**config.mk**
```make
export PLATFORM = sky130hd
export DESIGN_NAME = forwarder_mcast
export DESIGN_NICKNAME = d
export VERILOG_FILES = /design/src/rtl/forwarder_mcast.sv
export SDC_FILE = /design/constraint.sdc
export NUM_CORES = 1
export LEC_CHECK = 0
export CAP_MARGIN = 20
export CORE_AREA = 8 8 205 207
export CTS_CLUSTER_DIAMETER = 60
export DETAILED_ROUTE_END_ITERATION = 6
export DIE_AREA = 0 0 213 215
export GPL_ROUTABILITY_DRIVEN = 1
export MAX_ROUTING_LAYER = met4
export PLACE_DENSITY = 0.84
export SLEW_MARGIN = 20
export SYNTH_ARGS = -nofsm -noshare
export SYNTH_HDL_FRONTEND = slang
export SYNTH_SLANG_ARGS = --single-unit
```
**constraint.sdc**
```tcl
create_clock -name sys_clk -period 2.45 [get_ports sys_clk]
set_input_delay 0.245 -clock sys_clk [delete_from_list [all_inputs] [get_ports sys_clk]]
set_output_delay 0.245 -clock sys_clk [all_outputs]
set_load 0.02 [all_outputs]
```
**src/rtl/forwarder_mcast.sv**
```systemverilog
// forwarder_mcast: per-ingress-port multicast forwarder.
// Captures the frame header into a lookup key, issues one flow lookup,
// then replicates the frame to every TX FIFO (and optionally the NIC)
// selected by the returned mask. Misses are punted to the NIC; empty
// masks and lookup timeouts drop the frame and are counted.
module forwarder_mcast #(
  parameter int NPORT     = 4,
  parameter int PORT_NUM  = 0,
  parameter int HDR_LEN   = 30,
  parameter int LOOKUP_TO = 255
) (
  input  logic                    sys_clk,
  input  logic                    sys_rst,
  input  logic [8:0]              rx_dout,
  input  logic                    rx_empty,
  output logic                    rx_rd_en,
  output logic [9*NPORT-1:0]      tx_din,
  input  logic [NPORT-1:0]        tx_full,
  output logic [NPORT-1:0]        tx_wr_en,
  output logic [8:0]              nic_din,
  input  logic                    nic_full,
  output logic                    nic_wr_en,
  output logic                    of_lookup_req,
  output logic [4+8*HDR_LEN-1:0]  of_lookup_data,
  input  logic                    of_lookup_ack,
  input  logic                    of_lookup_err,
  input  logic [NPORT:0]          of_lookup_fwd_mask,
  output logic [31:0]             stat_fwd,
  output logic [31:0]             stat_drop
);

  localparam int CNT_W = $clog2(HDR_LEN + 1);
  localparam int IDX_W = (HDR_LEN > 1) ? $clog2(HDR_LEN) : 1;
  localparam int TMR_W = (LOOKUP_TO > 1) ? $clog2(LOOKUP_TO + 1) : 1;

  localparam logic [NPORT:0] SELF_BIT = (NPORT+1)'(1) << PORT_NUM;
  localparam logic [NPORT:0] NIC_BIT  = (NPORT+1)'(1) << NPORT;

  typedef enum logic [2:0] {
    S_IDLE,
    S_HDR,
    S_LOOKUP,
    S_REPLAY,
    S_STREAM,
    S_DRAIN
  } state_t;

  state_t             state_reg;
  logic [CNT_W-1:0]   hdr_cnt_reg;
  logic [CNT_W-1:0]   rd_ptr_reg;
  logic [TMR_W-1:0]   timer_reg;
  logic               short_reg;
  logic [NPORT:0]     mask_reg;
  logic [3:0]         port_tag_reg;
  logic [7:0]         key_reg [HDR_LEN];
  logic [31:0]        stat_fwd_reg;
  logic [31:0]        stat_drop_reg;

  logic [NPORT:0]     full_vec;
  logic               stall;
  logic [NPORT:0]     lk_mask;
  logic               lk_answer;
  logic               lk_timeout;
  logic               replay_last;
  logic [7:0]         replay_byte;

  // Output stall: any selected destination being full freezes the whole
  // replication so every destination sees the same byte sequence.
  assign full_vec    = {nic_full, tx_full};
  assign stall       = |(mask_reg & full_vec);

  // Lookup result: a miss overrides a hit and is punted to the NIC only;
  // the ingress port is never a destination.
  assign lk_answer   = of_lookup_ack | of_lookup_err;
  assign lk_mask     = of_lookup_err ? NIC_BIT : (of_lookup_fwd_mask & ~SELF_BIT);
  assign lk_timeout  = (timer_reg == TMR_W'(LOOKUP_TO - 1));

  assign replay_last = (rd_ptr_reg == hdr_cnt_reg - CNT_W'(1));
  assign replay_byte = key_reg[rd_ptr_reg[IDX_W-1:0]];

  // FWFT pop: the byte on rx_dout is consumed in the same cycle rx_rd_en is high.
  always_comb begin
    rx_rd_en = 1'b0;
    case (state_reg)
      S_HDR:    rx_rd_en = !rx_empty;
      S_STREAM: rx_rd_en = !rx_empty && !stall;
      S_DRAIN:  rx_rd_en = !rx_empty;
      default:  rx_rd_en = 1'b0;
    endcase
  end

  // Key layout: port tag in the top nibble, header byte 0 as the most significant byte.
  assign of_lookup_data[8*HDR_LEN +: 4] = port_tag_reg;
  generate
    for (genvar gi = 0; gi < HDR_LEN; gi++) begin : g_key
      assign of_lookup_data[8*(HDR_LEN-1-gi) +: 8] = key_reg[gi];
    end
  endgenerate

  assign stat_fwd  = stat_fwd_reg;
  assign stat_drop = stat_drop_reg;

  // Frame FSM with registered write strobes, output data and statistics.
  always_ff @(posedge sys_clk) begin
    if (!sys_rst) begin
      state_reg     <= S_IDLE;
      hdr_cnt_reg   <= '0;
      rd_ptr_reg    <= '0;
      timer_reg     <= '0;
      short_reg     <= 1'b0;
      mask_reg      <= '0;
      port_tag_reg  <= '0;
      stat_fwd_reg  <= '0;
      stat_drop_reg <= '0;
      of_lookup_req <= 1'b0;
      tx_din        <= '0;
      tx_wr_en      <= '0;
      nic_din       <= '0;
      nic_wr_en     <= 1'b0;
      for (int i = 0; i < HDR_LEN; i++) key_reg[i] <= '0;
    end else begin
      tx_wr_en  <= '0;
      nic_wr_en <= 1'b0;
      case (state_reg)
        S_IDLE: begin
          if (!rx_empty) begin
            state_reg    <= S_HDR;
            hdr_cnt_reg  <= '0;
            port_tag_reg <= 4'(PORT_NUM);
            for (int i = 0; i < HDR_LEN; i++) key_reg[i] <= '0;
          end
        end
        S_HDR: begin
          if (!rx_empty) begin
            key_reg[hdr_cnt_reg[IDX_W-1:0]] <= rx_dout[7:0];
            hdr_cnt_reg <= hdr_cnt_reg + CNT_W'(1);
            if (rx_dout[8] || hdr_cnt_reg == CNT_W'(HDR_LEN - 1)) begin
              state_reg     <= S_LOOKUP;
              short_reg     <= rx_dout[8];
              of_lookup_req <= 1'b1;
              timer_reg     <= '0;
            end
          end
        end
        S_LOOKUP: begin
          if (lk_answer || lk_timeout) begin
            of_lookup_req <= 1'b0;
            if (lk_answer && lk_mask != '0) begin
              mask_reg   <= lk_mask;
              rd_ptr_reg <= '0;
              state_reg  <= S_REPLAY;
            end else begin
              stat_drop_reg <= stat_drop_reg + 32'd1;
              state_reg     <= short_reg ? S_IDLE : S_DRAIN;
            end
          end else begin
            timer_reg <= timer_reg + TMR_W'(1);
          end
        end
        S_REPLAY: begin
          if (!stall) begin
            tx_din     <= {NPORT{short_reg && replay_last, replay_byte}};
            nic_din    <= {short_reg && replay_last, replay_byte};
            tx_wr_en   <= mask_reg[NPORT-1:0];
            nic_wr_en  <= mask_reg[NPORT];
            rd_ptr_reg <= rd_ptr_reg + CNT_W'(1);
            if (replay_last) begin
              state_reg <= short_reg ? S_IDLE : S_STREAM;
              if (short_reg) stat_fwd_reg <= stat_fwd_reg + 32'd1;
            end
          end
        end
        S_STREAM: begin
          if (!rx_empty && !stall) begin
            tx_din    <= {NPORT{rx_dout}};
            nic_din   <= rx_dout;
            tx_wr_en  <= mask_reg[NPORT-1:0];
            nic_wr_en <= mask_reg[NPORT];
            if (rx_dout[8]) begin
              state_reg    <= S_IDLE;
              stat_fwd_reg <= stat_fwd_reg + 32'd1;
            end
          end
        end
        S_DRAIN: begin
          if (!rx_empty && rx_dout[8]) state_reg <= S_IDLE;
        end
        default: state_reg <= S_IDLE;
      endcase
    end
  end

endmodule

```
==> impl_metrics.toml <==
[status]
status = "complete, no violations"

[place]
place_hpwl_um = 42000
pre_cts_slack_ns = -0.170
placed_area_um2 = 21900
portBuffers = 376
routabilityCongestion = 0.945
dp.cells = 2320

[die]
fp.dieH_um = 215
die_w_um = 213
ios = 384
coreArea_um2 = 39000
die_area_um2 = 45800
start_util_pct = 44.1
placementRows = 73

[layout]
final_area_um2 = 23400
fillers = 2943
largest_reg_flops = 256
drive_gt1_share_pct = 14.7
area_delta_synth_final_pct = 36.3
fin_cells = 2399
nets = 1875

[logic_synthesis]
synth_most_common_cell = "edfxtp_1"
ys_seq_area_share_pct = 57.4
synth_common_cells = "edfxtp_1 (256), and2_1 (244), dfxtp_1 (109)"
synthDistinctLibCells = 58
syn-instance-count = 1432
synth_area_per_cell_um2 = 12.0
yosys_warnings = 0
synth-seq-cells = 365
synthFlopType = "edfxtp_1"
syn_area_um2 = 17200
yosys-top-cells-area = "edfxtp_1 (45%), dfxtp_1 (13%), and2_1 (8.9%)"
synth_edf_count = 256
synth_async_sr_flop_share_pct = 0
synth_top_area_share_pct = 44.7
yosysTopAreaCell = "edfxtp_1"

[global_routing]
use_met3_pct = 4.93
met1_usage_pct = 28.7
grt_pass1_vias = 13274
busiest_layer = "met2"
antenna_found_initial = 5
grt_util_all_layers_pct = 24.6
grt_use_met2_pct = 41.1
grt_overflow = 0
grt_max_degree = 71
grt_pass1_wl_um = 83900

[sta]
finClkSkew_ns = 0.0123
timing.final.max_slew_violations = 0
rsz0062_at_grt = "true"
tightest_slew_ns = 0.799
fmax_ghz = 0.410
worst_hold_slack_ns = 0.429
finalCritPeriodShare_pct = 99.6
slew_headroom_pct = 46.8
finalHoldViolations = 0
fin_ws_ns = 0.0109
period_minus_slack_ns = 2.44
finalSetupViolCount = 0

[detailed_routing]
vias_per_cell = 5.59
wire_per_inst_um = 23.6
drcViolationCount = 0
dr.pass1.iters = 7
drtIter0Drc = 1252
route.vias.total = 13413
drtAntennaViolNets = 0
wl_um = 56600

[critical_path]
critical_path_required_ns = 2.83
path_delay_family = "compound AO/OA/AOI/OAI gates"
critPathKind = "flip-flop to flip-flop"
path_max_fanout = 5
worstPathArrival_ns = 2.82
cpPeakStageDelay_ns = 0.40
crit_buf_inv = 2
critPathCaptureType = "flip-flop"
slowest_stage = "or3_4"
regToRegSetupSlack_ns = 0.01
start_kind = "flip-flop"
crit_path_cell_trace = "inv_2, ha_4, xor2_1, nand2_1, o31a_1, or3_4, clkbuf_16, o311ai_0, o41ai_1"

[clock_network]
cts_buffers = 41
cts_sinks = 365
cts_tree = "yes"
hold_buffers = 0
clkLatencyLatePin_ns = 0.54
clkTransAtPathRegs_ns = 0.06
clock_path_buffers = 3
h-tree-depth = 2
cts_root_buf = "clkbuf_16"

[pwr]
power.density_nw_per_um2 = 679
finalPower_uw = 15900
vdd_drop_max_uv = 437
p_leak_uw = 0.00832

[job]
cap_violations = 0

[worst_hold_path]
hold_class = "primary input to flip-flop"
## cells by family (layout without fill, tap and decap cells)
family / Yosys count / after routing / share of synthesized area [%]
buffers and inverters: 156 / 590 / 4.47
adders and majority gates: 9 / 9 / 0.655
DFF: 365 / 365 / 57.4
muxes: 103 / 103 / 10.7
AOI/OAI and AO/OA: 149 / 149 / 5.31
other: 1 / 9 / 0.0218
xor gates and xnor gates: 40 / 40 / 2.04
and+or+nand+nor: 609 / 609 / 19.4
## timing repair
item	in CTS	in global routing
setup endpoints to repair	8	11
pin swaps	1	4
setup buffers	0	1
gates resized for setup	3	17
cloned	1	2
## tightest hold or removal path: cells and delay by family
kind	cells	cell delay (ns)
compound gates	1	0.08
simple gates	1	0.15
buf+inv	1	0.42
## routing by layer
metal	vias to the layer above	wire (µm)
met2	741	28400
met5	-	0
met1	6583	20600
li1	5959	-
met4	0	2250
met3	130	5320
## placed cells by master (no fill, tap or decap), types with 12 or more instances in the layout
cell type        Yosys  layout
o21ai_0             50      38
xnor2_1             27      27
clkdlybuf4s50_1      0     375
dfxtp_1            109     102
a21oi_1             43      40
nor3_1              23      23
nand2b_1            22      22
nand3_1             46      46
clkbuf_16            0      43
nor4_1              15      13
nand2_1             87      87
or3_1               17      16
o21ai_1              1      13
and2_1             244     244
nand4_1             15      15
mux2i_1             39      39
edfxtp_1           256     256
and3_1              12      12
xor2_1              13      13
nor2_1              95      95
mux4_2              64      64
inv_1               23      21
buf_4               41     110
## power by group
| group | total, µW | internal, µW | switching [µW] | leakage [µW] |
|---|---|---|---|---|
| logic | 2320 | 1010 | 1310 | 0.00401 |
| clock network | 6210 | 3730 | 2480 | 0.000671 |
| registers | 7370 | 7050 | 316 | 0.00364 |
| total | 15900 | 11800 | 4110 | 0.00832 |
## cell type report
class / instances / area [µm²] / share of cell area, %
Antenna cell: 4 / 10.0 / 0.0427
Clock buffer: 48 / 1090 / 4.66
Clock inverter: 23 / 262 / 1.12
Inverter: 24 / 90.1 / 0.385
Multi-Input combinational cell: 915 / 6640 / 28.4
Sequential cell: 365 / 9880 / 42.2
Tap cell: 525 / 657 / 2.80
Timing Repair Buffer: 495 / 4790 / 20.5
## metrics by stage
stage	TNS, ns	utilization [%]
5_1_grt	-0.203	60.1
3_3_place_gp	-0.726	56.1
6_report	0	60.1
3_5_place_dp	-2.82	56.1
2_1_floorplan	-9.65	-
4_1_cts	0	59.7
## path summary, 6_finish.rpt
check / to / from / cells after the start
worst min register to register: stat_fwd[31] / stat_fwd[31] / 2
worst min-delay path: mask_reg[2] / of_lookup_fwd_mask[2] / 3
worst max-delay path: stat_fwd[30] / hdr_cnt_reg[0] / 9
worst max register to register: stat_fwd[30] / hdr_cnt_reg[0] / 9
(Power assumes the default switching activity.)
